==> src/rtl/gemm_tile_scheduler.sv <==
// Sequencer for one weight-stationary GEMM: walks (n,k) B tiles, loads each tile, streams the
// matching A slice, waits for the array to drain and reports the finished tile.
module gemm_tile_scheduler #(
  parameter int unsigned N             = 16,
  parameter int unsigned DATA_A_SIZE_X = 64,
  parameter int unsigned DATA_A_SIZE_Y = 64,
  parameter int unsigned DATA_B_SIZE_X = 64,
  parameter int unsigned DATA_B_SIZE_Y = 64,
  parameter int unsigned DRAIN_CYCLES  = 2 * N,
  parameter int unsigned TIMEOUT       = 4096,
  localparam int unsigned KT = DATA_B_SIZE_Y / N,
  localparam int unsigned NT = DATA_B_SIZE_X / N,
  localparam int unsigned KW = (KT > 1) ? $clog2(KT) : 1,
  localparam int unsigned NW = (NT > 1) ? $clog2(NT) : 1
) (
  input  logic          clk,
  input  logic          rst,
  input  logic          start,
  input  logic          abort,
  output logic          busy,
  output logic          done,
  output logic          err,
  output logic          b_load,
  input  logic          b_load_done,
  output logic [KW-1:0] b_tile_row,
  output logic [NW-1:0] b_tile_col,
  output logic          a_start,
  input  logic          a_done,
  output logic          acc_clear,
  output logic          acc_last,
  output logic          tile_done
);

  localparam int unsigned DW = (DRAIN_CYCLES > 1) ? $clog2(DRAIN_CYCLES) : 1;
  localparam int unsigned TW = (TIMEOUT > 1) ? $clog2(TIMEOUT) : 1;

  if (DATA_A_SIZE_X != DATA_B_SIZE_Y || DATA_A_SIZE_Y == 0 || KT == 0 || NT == 0 ||
      DRAIN_CYCLES == 0 || TIMEOUT == 0) begin : g_param_check
    $error("gemm_tile_scheduler: inconsistent GEMM dimensions or zero cycle counts");
  end

  typedef enum logic [2:0] {
    StIdle, StLoadB, StWaitB, StStreamA, StWaitA, StDrain, StNext, StDone
  } state_e;

  state_e        state_q, state_d;
  logic [KW-1:0] k_q, k_d;
  logic [NW-1:0] n_q, n_d;
  logic [DW-1:0] drain_q, drain_d;
  logic [TW-1:0] wait_q, wait_d;
  logic          err_q, err_d;

  always_comb begin
    state_d = state_q;
    k_d     = k_q;
    n_d     = n_q;
    drain_d = drain_q;
    wait_d  = wait_q;
    err_d   = err_q;
    if (state_q != StIdle && abort) begin
      state_d = StIdle;
    end else begin
      case (state_q)
        StIdle: begin
          if (start) begin
            state_d = StLoadB;
            err_d   = 1'b0;
            k_d     = '0;
            n_d     = '0;
          end
        end
        StLoadB: begin
          state_d = StWaitB;
          wait_d  = '0;
        end
        StWaitB: begin
          // Timeout outranks a handshake arriving on the final permitted cycle.
          if (wait_q == TW'(TIMEOUT - 1)) begin
            state_d = StIdle;
            err_d   = 1'b1;
          end else if (b_load_done) begin
            state_d = StStreamA;
          end else begin
            wait_d = wait_q + TW'(1);
          end
        end
        StStreamA: begin
          state_d = StWaitA;
          wait_d  = '0;
        end
        StWaitA: begin
          if (wait_q == TW'(TIMEOUT - 1)) begin
            state_d = StIdle;
            err_d   = 1'b1;
          end else if (a_done) begin
            state_d = StDrain;
            drain_d = DW'(DRAIN_CYCLES - 1);
          end else begin
            wait_d = wait_q + TW'(1);
          end
        end
        StDrain: begin
          if (drain_q == '0) begin
            state_d = StNext;
          end else begin
            drain_d = drain_q - DW'(1);
          end
        end
        StNext: begin
          if (k_q == KW'(KT - 1)) begin
            k_d = '0;
            if (n_q == NW'(NT - 1)) begin
              n_d     = '0;
              state_d = StDone;
            end else begin
              n_d     = n_q + NW'(1);
              state_d = StLoadB;
            end
          end else begin
            k_d     = k_q + KW'(1);
            state_d = StLoadB;
          end
        end
        StDone:  state_d = StIdle;
        default: state_d = StIdle;
      endcase
    end
  end

  always_ff @(posedge clk) begin
    if (rst) begin
      state_q <= StIdle;
      k_q     <= '0;
      n_q     <= '0;
      drain_q <= '0;
      wait_q  <= '0;
      err_q   <= 1'b0;
    end else begin
      state_q <= state_d;
      k_q     <= k_d;
      n_q     <= n_d;
      drain_q <= drain_d;
      wait_q  <= wait_d;
      err_q   <= err_d;
    end
  end

  // Outputs are decoded from the next state so each flop mirrors the state it is entering.
  always_ff @(posedge clk) begin
    if (rst) begin
      busy      <= 1'b0;
      done      <= 1'b0;
      b_load    <= 1'b0;
      a_start   <= 1'b0;
      acc_clear <= 1'b0;
      acc_last  <= 1'b0;
      tile_done <= 1'b0;
    end else begin
      busy      <= (state_d != StIdle);
      done      <= (state_d == StDone);
      b_load    <= (state_d == StLoadB);
      a_start   <= (state_d == StStreamA);
      acc_clear <= (state_d == StStreamA) && (k_d == '0);
      acc_last  <= (state_d == StNext) && (k_d == KW'(KT - 1));
      tile_done <= (state_d == StNext);
    end
  end

  assign err        = err_q;
  assign b_tile_row = k_q;
  assign b_tile_col = n_q;

endmodule

==> config.mk <==
export PLATFORM = sky130hd
export DESIGN_NAME = gemm_tile_scheduler
export DESIGN_NICKNAME = d
export VERILOG_FILES = /design/src/rtl/gemm_tile_scheduler.sv
export SDC_FILE = /design/constraint.sdc
export NUM_CORES = 1
export LEC_CHECK = 0
export CAP_MARGIN = 20
export CORE_ASPECT_RATIO = 1.1
export CORE_MARGIN = 2
export CORE_UTILIZATION = 45
export CTS_CLUSTER_SIZE = 40
export DETAILED_ROUTE_END_ITERATION = 8
export PLACE_DENSITY_LB_ADDON = 0.1
export SLEW_MARGIN = 20
export SYNTH_ARGS = -nofsm -noshare
export SYNTH_HDL_FRONTEND = slang
export SYNTH_SLANG_ARGS = --single-unit
==> constraint.sdc <==
create_clock -name clk -period 2.6 [get_ports clk]
set_input_delay 0.78 -clock clk [delete_from_list [all_inputs] [get_ports clk]]
set_output_delay 0.78 -clock clk [all_outputs]
set_load 0.02 [all_outputs]
# Yosys cells after proc, flatten, opt, wreduce, memory -nomap -nowiden
# Cells that the tools add are included.
dict set report classes {
  add_sub_neg 4
  n_eq_ne 24
  mux 30
  n_bitwise 1
  reduce_logical 18
}
# operator count
set op_table {}
lappend op_table {{12-bit two-way mux} 4}
lappend op_table {{12-bit case mux with 3 select lines} 1}
lappend op_table {{3-bit two-way mux} 9}
lappend op_table {{3-bit case mux with 8 select lines} 1}
lappend op_table {{3-bit equality test (second input constant)} 6}
lappend op_table {{2-bit inequality test (second input constant)} 8}
lappend op_table {{5-bit two-way mux} 3}
lappend op_table {{12-bit by 1-bit adder with 12-bit output (second input constant)} 1}
lappend op_table {{12-bit equality test (second input constant)} 1}
lappend op_table {{2-bit two-way mux} 6}
lappend op_table {{5-bit case mux with 2 select lines} 1}
lappend op_table {{3-bit by 2-bit equality test with 1-bit output (second input constant)} 3}
lappend op_table {{3-bit nonzero test} 3}
lappend op_table {{2-bit case mux with 2 select lines} 2}
lappend op_table {{4-bit AND reduction} 2}
lappend op_table {{2-bit equality test (second input constant)} 3}
lappend op_table {{3-bit by 1-bit equality test with 1-bit output (second input constant)} 2}
lappend op_table {{6-bit AND reduction} 1}
lappend op_table {{2-bit nonzero test} 3}
lappend op_table {{5-bit logical NOT} 1}
lappend op_table {{5-bit AND reduction} 1}
lappend op_table {{5-bit by 1-bit subtractor with 5-bit output (second input constant)} 1}
lappend op_table {{2-bit by 1-bit adder with 2-bit output (second input constant)} 2}
lappend op_table {{2-bit OR reduction} 2}
lappend op_table {{other kinds (7)} 10}
dict set report totals {
  ff_bits 32
  input_bits 6
  out_inout_bits 12
  elab_cells 90
}

# Longest topological paths before layout
dict set report logic_depth {
  ltp_word 7
  mapped_depth 8
  ltp_nobuf 7
}

# Worst setup path after synthesis
# Ideal clock, no wire load.
dict set report synth_path {
  kind {input to register}
  startpoint {input port abort}
  endpoint {register wait_q[11]}
  setup_time_ns 0.070
  arrival_time_ns 2.190
  required_time_ns 2.530
  setup_slack_ns 0.341
  stages 7
  n_path_buf 1
  cell_sequence {buf_6 nand2b_4 or4_4 o31ai_4 nand3_4 or3_1 a21oi_1}
}
dict set report synth_between {
  elab_chain_cells 3
}
# item line_no
set synth_lines {}
lappend synth_lines {{start, declared} 19} ;# input logic abort,
lappend synth_lines {{1-bit logical AND} 60} ;# if (state_q != StIdle && abort) begin
lappend synth_lines {{1-bit inverter (no source line)} n/a}
lappend synth_lines {{6-bit AND reduction (no source line)} n/a}
lappend synth_lines {{end signal, assigned} 143} ;# wait_q <= wait_d;
lappend synth_lines {{end, declared} 50} ;# logic [TW-1:0] wait_q, wait_d;
# No other way between the ends.
# A chain may end at the register's enable or synchronous reset.

# Worst setup path in the final report
# Same ends and word-level chain as after synthesis.

==> out/metrics.yaml <==
status:
  run_status: "finished, final reports clean"
finish:
  final.fill_count: 343
  multi_input_area_sq_um: 945.9
  area_growth_syn_to_layout_pct: 21.47
  finish.instance_area_sq_mm: 0.002011
  antenna-diode-count: 0
  regArea_sq_um: 640.6
  nNetsFinal: 231
  final_cell_count_no_fill: 271
  final_layout_size_suffix_gt1_share_pct: 10.86
clocking:
  cts_htree_levels: 2
  cts_tree: "built"
  clock_tree.buffer_depth: 2
  root_buffer: "clkbuf_8"
  cts_bufs_inserted: 5
  postCtsHoldBufs: 0
  cts_sinks: 32
  postCtsSetupBuffers: 0
  clock_latency_late_sink_ns: 0.28
  cts.reportedPaths.clkPinSlew_ns: 0.06
  post_cts.resized_instances: 0
yosys:
  postSynth.asyncResetShare_pct: 0
  synth-edff-count: 0
  synth.yosys.seq_area_share_pct: 38.70
  yosysWarningCount: 0
  synth_top_cell_area_share_pct: 38.70
  synth.largest_area_cell: "dfxtp_1"
  syn_area_sq_mm: 0.001655
  syn_inst: 194
  postSynthNetCount: 205
  postSynthRegisterBits: 32
  synth.lib_cells_used.distinct: 46
  post_synth_main_area_contributors: "dfxtp_1 (39%), nor2_1 (5.7%), xor2_1 (4.2%)"
  postSynth.topFlopCell: "dfxtp_1"
  post_synth.cell_area_avg_sq_um: 8.533
placement:
  globalplace.congestion: 0.7614
  pre_cts_ws_ns: 0.008774
  port_buffers: 17
  placed_cells: 263
  placed_area_sq_mm: 0.001921
  dp.final_hpwl_um: 2588
floorplanning:
  boundaryPins: 18
  fp.dieArea_sq_mm: 0.004180
  initial_utilization_pct: 46.02
  row_count: 23
  core_area_sq_mm: 0.003597
  die_y_um: 67.61
  chipWidth_um: 61.83
sta:
  max_slew.worst_pin.slew_ns: 0.5784
  grt_setup_unrepaired: "false"
  clock_skew_ns: 0.002487
  report.final.slew_viol_count: 0
  timing.final.crit_period_ns: 2.298
  timing.final.setup_violations: 0
  worst_max_slew_margin_expressed_relative_to_the_limit_pct: 61.39
  fin_tns_setup_ns: 0
  finalWorstSetupSlack_ns: 0.3023
  achievable-frequency_mhz: 435.2
  finalHoldViolations: 0
  finalCritPeriodShare_pct: 88.37
global_routing:
  maximum_number_of_pins_on_one_net_before_global_route_repair: 17
  grt_pass1_wl_um: 5858
  antenna_found_initial: 0
  grt-ovfl-total: 0
  first_global_vias: 1386
  grt.total_usage_pct: 18.76
detailed_routing:
  drc: 0
  routed_wl_um: 3502
  routedWlPerCell_um: 12.92
  total_iterations_of_the_first_detailed_routing_run: 4
  route.detailed.vias_per_inst: 5.358
  vias: 1452
  detailedRoute.firstIterationViolations: 86
  ant_nets: 0
job:
  max-cap-violations: 0
worst_setup_path:
  critPathKind: "in2reg"
  worst_ep_required_time_ns: 2.81
  endpoint: "wait_q[11]"
  startpoint: "abort"
  reg2reg_from: "wait_q[0]"
  cp-start-kind: "input port"
  ff_to_ff_setup_slack_ns: 0.50
  critPathMaxFanout: 6
  rr_endpoint: "wait_q[5]"
  arrival_ns: 2.51
  worst_setup_path_end_kind: "flip-flop"
  timing.reg2reg.worst_path_depth: 8
power_and_ir_drop:
  cellLeakagePower_nw: 0.7476
  pwr_density_cell_mw_per_mm2: 496.0
  power.ir.vdd_worst_mv: 0.2415
worst_hold_path:
  hold_path.class: "reg2reg"
## power by group
| group | internal (mW) | switching, mW | total (mW) |
|---|---|---|---|
| Clock | 0.216 | 0.172 | 0.388 |
| Combinational | 0.0446 | 0.0522 | 0.0967 |
| Sequential | 0.498 | 0.0144 | 0.513 |
| Total | 0.759 | 0.239 | 0.997 |
## metal layers
metal | share of wire, % | vias to the layer above | track usage [%]
li1 | - | 743 | -
met1 | 43 | 667 | 21.47
met2 | 51 | 37 | 33.16
met3 | 4.3 | 5 | 4.789
met4 | 1.5 | 0 | 6.383
met5 | 0 | - | 0
## registers in the layout, summed over array words and instances, names as in the netlist, 2 cells and up
signal	count
drain_q	5
b_tile_row	2
wait_q	12
b_tile_col	2
state_q	3
## critical path, cell delays in order
cell and delay [ns]:
clkdlybuf4s50_1 0.43, nand2b_4 0.16, or4_4 0.44, o31ai_4 0.09, nand3_4 0.12, or3_1 0.35, a21oi_1 0.14
## how the worst min path moves through the flow
stage / cells after the start / endpoint / slack (ns) / startpoint
6_report: 2 / wait_q[1] / 0.49 / wait_q[1]
3_3_place_gp: 2 / wait_q[11] / 0.47 / wait_q[11]
3_5_place_dp: 1 / drain_q[3] / 0.47 / drain_q[3]
2_1_floorplan: 2 / drain_q[4] / 0.45 / drain_q[4]
4_1_cts: 1 / drain_q[3] / 0.49 / drain_q[3]
5_1_grt: 2 / wait_q[1] / 0.51 / wait_q[1]
## layout by cell type, fill, tap and decap left out, drive strengths merged, types with 3 or more instances in the layout
cell type and n:
a21oi 12, a22oi 3, a311oi 3, and2 4, and3 3, and4 3
buf 10, clkbuf 8, clkdlybuf4s50 17, dfxtp 32, ha 5, inv 7
nand2 14, nand3 7, nand3b 4, nand4 4, nor2 25, nor2b 5
nor3 8, o21ai 8, or3 5, xor2 8
## stage by stage
stage	hold slack, ns	utilization, %	total power [mW]
2_1_floorplan	0.4495	-	0.5869
3_3_place_gp	0.4668	53.39	0.6177
3_5_place_dp	0.4727	53.39	0.6197
4_1_cts	0.4880	55.90	1.011
5_1_grt	0.5084	55.90	1.040
6_report	0.4923	55.90	0.9973
## synth_stat cells, types with 4 or more instances
cell and n:
nor3_1 8, and2_1 4, xor2_1 8, nand2_1 14, nor2_1 25, dfxtp_1 32, or3_1 5, buf_2 4
o21ai_0 8, inv_1 7, nand3b_1 4, nor2b_1 5, nand3_1 6, a21oi_1 12, nand4_1 4, ha_1 5
## area by class of cell
type	count	area share [%]
clock buffer	8	4.480
inverter	7	1.307
multi-input combinational	147	47.04
sequential	32	31.86
tap	50	3.111
timing repair buffer	27	12.20
## cells by family after synthesis
logic type | after synthesis | share of synthesized area, %
adder cells (fa/ha/maj) | 5 | 3.779
flip-flops | 32 | 38.70
XOR/XNOR | 10 | 5.291
AO/OA/AOI/OAI | 39 | 16.33
buffers and inverters | 15 | 4.157
AND/OR/NAND/NOR | 93 | 31.75
(Power assumes the default switching activity.)
